[config.mk]
export PLATFORM = sky130hd
export DESIGN_NAME = mult_div
export DESIGN_NICKNAME = d
export VERILOG_FILES = /design/src/rtl/mult_div_pkg.sv /design/src/rtl/div_core.sv /design/src/rtl/mult_div.sv
export SDC_FILE = /design/constraint.sdc
export NUM_CORES = 1
export LEC_CHECK = 0
export CORE_ASPECT_RATIO = 0.9
export CORE_MARGIN = 2
export CORE_UTILIZATION = 60
export DETAILED_ROUTE_END_ITERATION = 7
export GPL_TIMING_DRIVEN = 0
export PLACE_DENSITY = 0.84
export SYNTH_ARGS = -nofsm -noshare
export SYNTH_HDL_FRONTEND = slang
export SYNTH_SLANG_ARGS = --single-unit
[constraint.sdc]
create_clock -name clk -period 9 [get_ports clk]
set_clock_uncertainty 0.05 [all_clocks]
set_input_delay 1.8 -clock clk [delete_from_list [all_inputs] [get_ports clk]]
set_output_delay 1.8 -clock clk [all_outputs]
set_load 0.03 [all_outputs]
[src/rtl/mult_div_pkg.sv]
// Shared types and constants for the mult_div block.
// The state enum, the op encodings and the iteration counter width live here
// so that the top-level FSM and the divider core use the same definitions.
package mult_div_pkg;

  typedef enum logic [1:0] {
    IDLE = 2'd0,
    MULT = 2'd1,
    DIV  = 2'd2,
    DFIX = 2'd3
  } stateT;

  localparam logic OP_MULT = 1'b0;
  localparam logic OP_DIV  = 1'b1;

  localparam int DEFAULT_WIDTH = 32;

  // The counter has to hold 0..WIDTH-1; one spare bit keeps it safe for
  // widths that are exact powers of two.
  function automatic int iterCntWidth(input int w);
    return $clog2(w) + 1;
  endfunction

  localparam int ITER_CNT_W = $clog2(DEFAULT_WIDTH) + 1;

endpackage

[src/rtl/div_core.sv]
// Restoring divider on operand magnitudes, one quotient bit per step, with
// the sign fix-up applied on the outputs. Quotient truncates toward zero and
// is negated when operand signs differ; remainder follows the dividend sign.
module div_core
  import mult_div_pkg::*;
#(
  parameter int WIDTH = DEFAULT_WIDTH
)
(
  input  logic             clk,
  input  logic             reset,
  input  logic             load,
  input  logic             step,
  input  logic [WIDTH-1:0] dividend,
  input  logic [WIDTH-1:0] divisor,
  output logic [WIDTH-1:0] quotient,
  output logic [WIDTH-1:0] remainder
);

  logic [WIDTH-1:0] remReg;
  logic [WIDTH-1:0] quoReg;
  logic [WIDTH-1:0] dvsReg;
  logic             negQuo;
  logic             negRem;

  logic [WIDTH-1:0] dvdMag;
  logic [WIDTH-1:0] dvsMag;
  logic [WIDTH:0]   shifted;
  logic [WIDTH-1:0] diff;
  logic             fits;

  // Magnitudes of the incoming operands; the most negative value maps to
  // its unsigned magnitude, which still fits in WIDTH bits.
  always_comb begin
    dvdMag = dividend[WIDTH-1] ? -dividend : dividend;
    dvsMag = divisor[WIDTH-1]  ? -divisor  : divisor;
  end

  // One restoring step: shift the next dividend bit into the partial
  // remainder and subtract the divisor only if it fits.
  always_comb begin
    shifted = {remReg, quoReg[WIDTH-1]};
    fits    = (shifted >= {1'b0, dvsReg});
    diff    = shifted[WIDTH-1:0] - dvsReg;
  end

  // Partial remainder / quotient registers; the quotient register doubles as
  // the dividend shift register.
  always_ff @(posedge clk or negedge reset) begin
    if (!reset) begin
      remReg <= '0;
      quoReg <= '0;
      dvsReg <= '0;
      negQuo <= 1'b0;
      negRem <= 1'b0;
    end else if (load) begin
      remReg <= '0;
      quoReg <= dvdMag;
      dvsReg <= dvsMag;
      negQuo <= dividend[WIDTH-1] ^ divisor[WIDTH-1];
      negRem <= dividend[WIDTH-1];
    end else if (step) begin
      if (fits) begin
        remReg <= diff;
        quoReg <= {quoReg[WIDTH-2:0], 1'b1};
      end else begin
        remReg <= shifted[WIDTH-1:0];
        quoReg <= {quoReg[WIDTH-2:0], 1'b0};
      end
    end
  end

  // Sign correction; the top samples these in its DFIX cycle.
  always_comb begin
    quotient  = negQuo ? -quoReg : quoReg;
    remainder = negRem ? -remReg : remReg;
  end

endmodule

[src/rtl/mult_div.sv]
// Iterative signed multiply/divide unit owning the HI/LO registers.
// MULT is a radix-2 Booth multiplier, one step per cycle. DIV uses div_core
// and is only built when MULT_DIV_DIV_EN is defined; without it, every DIV
// request is answered at once with done + div_zero and HI/LO untouched.
module mult_div
  import mult_div_pkg::*;
#(
  parameter int WIDTH = DEFAULT_WIDTH
)
(
  input  logic             clk,
  input  logic             reset,
  input  logic             start,
  input  logic             op,
  input  logic [WIDTH-1:0] a,
  input  logic [WIDTH-1:0] b,
  output logic             busy,
  output logic             done,
  output logic             div_zero,
  output logic [WIDTH-1:0] hi,
  output logic [WIDTH-1:0] lo
);

  localparam int CNT_W = iterCntWidth(WIDTH);
  localparam logic [CNT_W-1:0] LAST_STEP = CNT_W'(WIDTH - 1);

  stateT              state;
  stateT              stateNext;
  logic [CNT_W-1:0]   stepCnt;

  logic [2*WIDTH+1:0] boothReg;
  logic [2*WIDTH+1:0] boothNext;
  logic [WIDTH:0]     mcand;
  logic [WIDTH:0]     boothAcc;
  logic [WIDTH:0]     boothSum;

  logic               multLoad;
  logic               multStep;
  logic               multFinish;
  logic               zeroFinish;

`ifdef MULT_DIV_DIV_EN
  logic               divLoad;
  logic               divStep;
  logic               divFinish;
  logic [WIDTH-1:0]   divQuo;
  logic [WIDTH-1:0]   divRem;
`endif

  // State register; reset aborts any operation in flight.
  always_ff @(posedge clk or negedge reset) begin
    if (!reset) state <= IDLE;
    else        state <= stateNext;
  end

  // Next-state and datapath control. Requests are only honoured in IDLE,
  // so a start during an operation is silently dropped.
  always_comb begin
    stateNext  = state;
    multLoad   = 1'b0;
    multStep   = 1'b0;
    multFinish = 1'b0;
    zeroFinish = 1'b0;
`ifdef MULT_DIV_DIV_EN
    divLoad    = 1'b0;
    divStep    = 1'b0;
    divFinish  = 1'b0;
`endif
    case (state)
      IDLE: begin
        if (start) begin
          if (op == OP_MULT) begin
            stateNext = MULT;
            multLoad  = 1'b1;
          end
`ifdef MULT_DIV_DIV_EN
          else if (b != '0) begin
            stateNext = DIV;
            divLoad   = 1'b1;
          end
`endif
          else begin
            zeroFinish = 1'b1;
          end
        end
      end
      MULT: begin
        multStep = 1'b1;
        if (stepCnt == LAST_STEP) begin
          stateNext  = IDLE;
          multFinish = 1'b1;
        end
      end
`ifdef MULT_DIV_DIV_EN
      DIV: begin
        divStep = 1'b1;
        if (stepCnt == LAST_STEP) stateNext = DFIX;
      end
      DFIX: begin
        stateNext = IDLE;
        divFinish = 1'b1;
      end
`endif
      default: stateNext = IDLE;
    endcase
  end

  assign busy = (state != IDLE);

  // Iteration counter shared by both datapaths.
  always_ff @(posedge clk or negedge reset) begin
    if (!reset) begin
      stepCnt <= '0;
`ifdef MULT_DIV_DIV_EN
    end else if (multLoad || divLoad) begin
      stepCnt <= '0;
    end else if (multStep || divStep) begin
`else
    end else if (multLoad) begin
      stepCnt <= '0;
    end else if (multStep) begin
`endif
      stepCnt <= stepCnt + CNT_W'(1);
    end
  end

  // One Booth step: inspect {q0, q-1}, add or subtract the multiplicand into
  // a WIDTH+1 bit accumulator (the spare bit absorbs the -2^(WIDTH-1) case),
  // then arithmetic-shift the whole product register right by one.
  always_comb begin
    boothAcc = boothReg[2*WIDTH+1:WIDTH+1];
    case (boothReg[1:0])
      2'b01:   boothSum = boothAcc + mcand;
      2'b10:   boothSum = boothAcc - mcand;
      default: boothSum = boothAcc;
    endcase
    boothNext = {boothSum[WIDTH], boothSum, boothReg[WIDTH:1]};
  end

  // Booth product register and latched multiplicand.
  always_ff @(posedge clk or negedge reset) begin
    if (!reset) begin
      boothReg <= '0;
      mcand    <= '0;
    end else if (multLoad) begin
      boothReg <= {{(WIDTH+1){1'b0}}, a, 1'b0};
      mcand    <= {b[WIDTH-1], b};
    end else if (multStep) begin
      boothReg <= boothNext;
    end
  end

`ifdef MULT_DIV_DIV_EN
  div_core #(.WIDTH(WIDTH)) uDivCore (
    .clk       (clk),
    .reset     (reset),
    .load      (divLoad),
    .step      (divStep),
    .dividend  (a),
    .divisor   (b),
    .quotient  (divQuo),
    .remainder (divRem)
  );
`endif

  // Completion pulses and HI/LO; HI/LO only change on a successful finish.
  always_ff @(posedge clk or negedge reset) begin
    if (!reset) begin
      done     <= 1'b0;
      div_zero <= 1'b0;
      hi       <= '0;
      lo       <= '0;
    end else begin
`ifdef MULT_DIV_DIV_EN
      done     <= multFinish | divFinish | zeroFinish;
`else
      done     <= multFinish | zeroFinish;
`endif
      div_zero <= zeroFinish;
      if (multFinish) begin
        hi <= boothNext[2*WIDTH:WIDTH+1];
        lo <= boothNext[WIDTH:1];
      end
`ifdef MULT_DIV_DIV_EN
      else if (divFinish) begin
        hi <= divRem;
        lo <= divQuo;
      end
`endif
    end
  end

endmodule

==> flow_metrics.env, run 1 <==
export IMPL_synth_area_leaders="dfrtp_1 (45%), nand2_1 (13%), ha_1 (4.6%)"
export IMPL_ys_ff_latch=170
export IMPL_routed_wl_um=26800
export IMPL_cts_clk_slew_worst_paths_ns=0.07
export IMPL_synth_top_area_share_pct=45.1
export IMPL_hold_path_class="register to register"
export IMPL_timing_final_crit_share_pct=61.5
export IMPL_dieWidth_um=136
export IMPL_grt_remaining_overflow=0
export IMPL_cp_required_ns=9.25
export IMPL_routedWlPerCell_um=18.4
export IMPL_max_stage_delay_ns=0.71
export IMPL_syn_to_final_growth_pct=23.9
export IMPL_cts_tree="yes"
export IMPL_setup_violations=0
export IMPL_async_reset_ff_share_pct=100
export IMPL_place_ws_ns=3.55
export IMPL_synth_edf_count=0
export IMPL_maxCapViolCount=0
export IMPL_grt_max_degree=112
export IMPL_placed_area_um2=11100
export IMPL_die_h_um=123
export IMPL_gp_congestion=0.949
export IMPL_antenna_found_initial=0
export IMPL_coreArea_um2=15400
export IMPL_fmax_mhz=181
export IMPL_cts_buffers=17
export IMPL_synth_top_flop_cell="dfrtp_1"
export IMPL_hold_violations=0
export IMPL_syn_cell_area_um2=9430
export IMPL_detail_route_antenna_nets=0
export IMPL_worstMarginPinSlew_ns=1.16
export IMPL_cp_slowest_cell="nor4b_1"
export IMPL_max_clock_path_buffers=2
export IMPL_grt_usage_pct=33.1
export IMPL_grt_pass1_wl_um=42100
export IMPL_rows=43
export IMPL_drt_iter0_drc=861
export IMPL_synth_fp_nets=1193
export IMPL_cts_setup_buffers=0
export IMPL_vias=8653
export IMPL_rsz0062_at_grt="false"
export IMPL_ctsResizeCount=0
export IMPL_drc=0
export IMPL_synth_cells=1089
export IMPL_worst_path_most_repeated_cell="nor2_1"
export IMPL_critPathKind="register to register"
export IMPL_ys_seq_area_share_pct=45.1
export IMPL_start_kind="register"
export IMPL_ys_warn_count=0
export IMPL_dieArea_um2=16700
export IMPL_io_pins=135
export IMPL_worst_slack_ns=3.46
export IMPL_post_synth_top_area_cell="dfrtp_1"
export IMPL_port_buffers=134
export IMPL_hpwl_um=19400
export IMPL_outcome="finished, final reports clean"
export IMPL_synth_cell_types=62
export IMPL_syn_avg_cell_area_um2=8.65
export IMPL_end_kind="register"
export IMPL_drive_above_1_share_pct=4.06
export IMPL_initial_core_util_pct=61.3
export IMPL_crit_arrival_ns=5.79
export IMPL_cts_max_level=4
export IMPL_relSlewSlack_pct=22.9
export IMPL_antennaDiodeCount=0
export IMPL_nFillCells=1136
export IMPL_via_per_inst=5.93
export IMPL_crit_chain="nor2_1, nor4b_1, nor4b_1, inv_2, nor2_1, nand2_1, nor3_1, a21oi_1, xnor2_1, ha_1, clkbuf_1, nand2_1, nor3_1, a32oi_1, nor2_1, o21a_1, or2_1, a311o_2, xnor2_1, o21ai_1"
export IMPL_clk_insertion_delay_late_ns=0.44
export IMPL_grt_pass1_vias=8115
export IMPL_slew_violations=0
export IMPL_path_max_fanout=9
export IMPL_stdcell_area_um2=11700
export IMPL_dr_pass1_iters=5
export IMPL_min_period_ns=5.54
export IMPL_clock_tree_root_cell="clkbuf_16"
export IMPL_cts_sinks=170
export IMPL_cts_hold_buf=0
export IMPL_layout_nets=1347
kinds of logic after synthesis:
family                     count (synthesis)  synth area share [%]
xor gates and xnor gates                  54                  5.02
DFF                                      170                  45.1
adders and majority gates                 36                  4.86
and+or+nand+nor                          465                  21.0
muxes                                     47                  5.11
AOI/OAI and AO/OA                        237                  15.7
buffers and inverters                     80                  3.27
placed cells by master (no fill, tap or decap), types with 6 or more instances in the layout:
cell and n:
clkdlybuf4s50_1 133, inv_1 17, a21o_1 18, ha_1 35, o21ai_0 62, nand2b_1 8
o31ai_1 12, o21ai_1 34, buf_1 10, a21oi_1 39, nand3_1 23, clkbuf_16 17
a22o_1 12, xnor2_1 40, o21a_1 7, nor3_1 15, clkbuf_1 49, and3_1 9
nand2_1 319, xor2_1 14, dfrtp_1 170, mux2_2 8, nor2_1 54, a31oi_1 15
mux2i_1 38, nor2b_1 6
Yosys cell counts, drive strengths merged, types with 2 or more instances:
| master | n |
|---|---|
| nand4 | 4 |
| o41ai | 2 |
| o211ai | 2 |
| nor3 | 16 |
| mux2 | 9 |
| xor2 | 14 |
| a22o | 12 |
| dfrtp | 170 |
| a32oi | 4 |
| clkbuf | 49 |
| a21boi | 4 |
| nand2 | 319 |
| a21oi | 39 |
| o2111ai | 2 |
| or2 | 3 |
| and4 | 2 |
| inv | 19 |
| o21ai | 96 |
| nor2b | 6 |
| or4 | 7 |
| nand3 | 23 |
| nand2b | 8 |
| and2 | 2 |
| nor4 | 2 |
| o21bai | 5 |
| a21o | 18 |
| a41oi | 2 |
| a211oi | 3 |
| o211a | 2 |
| o31ai | 12 |
| ha | 35 |
| buf | 11 |
| a311oi | 3 |
| o21a | 7 |
| mux2i | 38 |
| and3 | 9 |
| nor2 | 54 |
| nor3b | 2 |
| o221ai | 2 |
| a31oi | 15 |
| nor4b | 2 |
| xnor2 | 40 |
| or3 | 3 |
stage by stage:
step | hold WS [ns] | TNS, ns | util (%) | cells
5_1_grt | 0.455 | 0 | 75.9 | 1458
4_1_cts | 0.428 | 0 | 75.9 | 1458
2_1_floorplan | 0.411 | 0 | - | 1089
3_3_place_gp | 0.407 | -133.12 | 71.6 | 1425
3_5_place_dp | 0.411 | 0 | 71.8 | 1426
6_report | 0.424 | 0 | 75.9 | 1458
sequential cells by signal (all words and copies together) (netlist names):
name      cells
mcand        32
stepCnt       6
div_zero      1
done          1
boothReg     65
state         1
lo           32
hi           32
critical path: cells and delay by family, from the launching register on:
kind | cells | cell delay [ns]
xor gates and xnor gates | 2 | 0.61
AOI/OAI and AO/OA | 5 | 0.99
buffers and inverters | 2 | 0.30
DFF | 1 | 0.45
and+or+nand+nor | 10 | 2.70
adders and majority gates | 1 | 0.32
final timing paths:
kind                          start           end  slack, ns  depth (start not counted)
max                        mcand[2]        hi[31]       3.46                         20
min                          hi[11]        hi[11]       0.42                          2
max reg2reg                mcand[2]        hi[31]       3.46                         20
min reg2reg                  hi[11]        hi[11]       0.42                          2
max in group asynchronous     reset  boothReg[58]       6.77                          2
min in group asynchronous     reset        lo[25]       1.23                          1
routing by layer:
metal	up-vias	global-route usage, %	wire [um]	share of wire [%]
li1	4054	-	-	-
met1	4177	46.9	11900	44
met2	369	51.1	12200	46
met3	53	7.46	2030	7.6
met4	0	10.8	621	2.3
met5	-	0	0	0
area by class of cell:
| cell class | instances | area (um^2) | share of cell area (%) |
|---|---|---|---|
| Buffer | 60 | 233 | 1.99 |
| Clock buffer | 18 | 439 | 3.76 |
| Inverter | 20 | 75.1 | 0.643 |
| Sequential cell | 170 | 4250 | 36.4 |
| Timing Repair Buffer | 135 | 1370 | 11.8 |
| Multi-Input combinational cell | 839 | 4860 | 41.7 |
| Clock inverter | 14 | 183 | 1.56 |
| Tap cell | 202 | 253 | 2.17 |
Power of run 1 is left out: the tool's default activity adds up to more than one toggle a clock period on the data nets, which glitch-free logic cannot reach.
==> run 2, diff against run 1 <==
- CORE_UTILIZATION: 60 -> 50
- PLACE_DENSITY: 0.84 -> 0.74
- clock period: 9 -> 4.8 ns (I/O delays scaled with it)
==> run 2 against run 1 <==
- die area grew 19%
- design area grew 2.0%
- flip-flop and latch count is the same
- setup slack lost 3.3 ns
- sequential share of layout area shrank 0.72 points
- global-route usage shrank 5.7 points
- via count shrank 2.8%
==> flow_metrics.env, run 2 (same netlist as run 1, synthesis figures left out) <==
export IMPL_outcome="finished, final reports clean"
export IMPL_nFillCells=1566
export IMPL_cts_clk_slew_worst_paths_ns=0.07
export IMPL_cts_max_level=4
export IMPL_gp_congestion=0.946
export IMPL_critPathKind="register to register"
export IMPL_hpwl_um=19800
export IMPL_layout_nets=1343
export IMPL_hold_violations=0
export IMPL_dieArea_um2=20000
export IMPL_slew_violations=0
export IMPL_rows=47
export IMPL_dieWidth_um=149
export IMPL_path_max_fanout=7
export IMPL_clk_insertion_delay_late_ns=0.44
export IMPL_routed_wl_um=27000
export IMPL_fmax_mhz=218
export IMPL_timing_final_crit_share_pct=95.7
export IMPL_relSlewSlack_pct=20.9
export IMPL_hold_path_class="input pin to async pin"
export IMPL_multi_input_area_um2=5080
export IMPL_io_pins=135
export IMPL_grt_usage_pct=27.4
export IMPL_ff_latch_area_um2=4260
export IMPL_layout_cells_non_filler=1497
export IMPL_maxCapViolCount=0
export IMPL_port_buffers=134
export IMPL_detail_route_antenna_nets=0
export IMPL_die_h_um=134
export IMPL_setup_violations=0
export IMPL_largest_reg_flops=65
export IMPL_worstMarginPinSlew_ns=1.19
export IMPL_grt_pass1_wl_um=42500
export IMPL_crit_arrival_ns=4.84
export IMPL_cts_buffers=17
export IMPL_clock_tree_root_cell="clkbuf_16"
export IMPL_end_kind="register"
export IMPL_drive_above_1_share_pct=6.47
export IMPL_routedWlPerCell_um=18.0
export IMPL_max_clock_path_buffers=2
export IMPL_min_period_ns=4.59
export IMPL_drc=0
export IMPL_drt_iter0_drc=527
export IMPL_initial_core_util_pct=51.2
export IMPL_place_detailed_instances=1469
export IMPL_grt_max_degree=119
export IMPL_vias=8415
export IMPL_regMostFlops="boothReg"
export IMPL_grt_remaining_overflow=0
export IMPL_mostFrequentLayoutCells="nand2_1 (319), dfrtp_1 (169), clkdlybuf4s50_1 (133)"
export IMPL_final_common_cell="nand2_1"
export IMPL_cts_sinks=170
export IMPL_antenna_found_initial=0
export IMPL_dr_pass1_iters=6
export IMPL_cp_required_ns=5.04
export IMPL_syn_to_final_growth_pct=26.4
export IMPL_via_per_inst=5.62
export IMPL_cts_tree="yes"
export IMPL_start_kind="register"
export IMPL_antennaDiodeCount=0
export IMPL_cts_hold_buf=0
export IMPL_coreArea_um2=18400
export IMPL_grt_pass1_vias=7968
export IMPL_hold_slack_ns=0.365
-- run 2: cell count changes in the layout (fill, tap and decap cells not counted), sizes merged --
cell,delta
buf,+1
inv,+1
clkbuf,-6
clkinvlp,+2
bufinv,-2
-- run 2: area by class of cell --
cell class	instances	area share, %
multi-input cells	839	42.6
clock inverters	15	1.49
well taps	245	2.57
plain buffers	55	1.80
clock buffers	17	3.57
repair buffers	136	11.6
flip-flops and latches	170	35.7
inverters	20	0.630
-- run 2: timing repair --
item	4_1_cts	5_1_grt
setup endpoints to repair	19	28
gates cloned	0	0
pin swaps	1	8
buffers inserted	0	1
resized for setup	10	27
-- run 2: metal layers --
layer	wire length [um]	global-route usage (%)	share of wire, %
met4	574	7.67	2.1
met1	12600	39.8	47
met3	1620	5.65	6.0
met5	0	0	0
met2	12200	41.8	45
-- run 2: per-stage QoR --
step	instance area (um^2)	TNS [ns]	worst slack (ns)	utilization (%)
floorplan	9430	0	0.493	-
global placement	11100	-721.94	-4.23	60.2
detailed placement	11100	-6.24	-0.764	60.3
CTS	11800	0	0.0150	64.0
global route	11900	-0.00200	-0.00200	64.7
finish	11900	0	0.205	64.7
-- run 2: critical path, cell delays in order (launching register included) --
cell and delay (ns):
dfrtp_2 0.45, inv_1 0.09, ha_1 0.20, or4b_4 0.51
or4_4 0.43, buf_6 0.16, nor2_1 0.08, a21oi_1 0.08
xnor2_1 0.39, ha_1 0.40, nand2_1 0.12, o21bai_1 0.09
or2_1 0.25, o21a_1 0.21, or2_1 0.23, a311o_2 0.39
xnor2_2 0.23, o21ai_1 0.08
-- run 2: worst paths after layout --
kind	slack (ns)	end	startpoint	cells past startpoint
hold / removal	0.36	lo[28]	reset	1
max in group asynchronous	3.41	lo[1]	reset	2
hold reg to reg	0.42	lo[0]	lo[0]	2
setup reg to reg	0.21	boothReg[64]	mcand[0]	17
setup / recovery	0.21	boothReg[64]	mcand[0]	17
min in group clk	0.42	lo[0]	lo[0]	2
Power of run 2 is left out for the same reason.
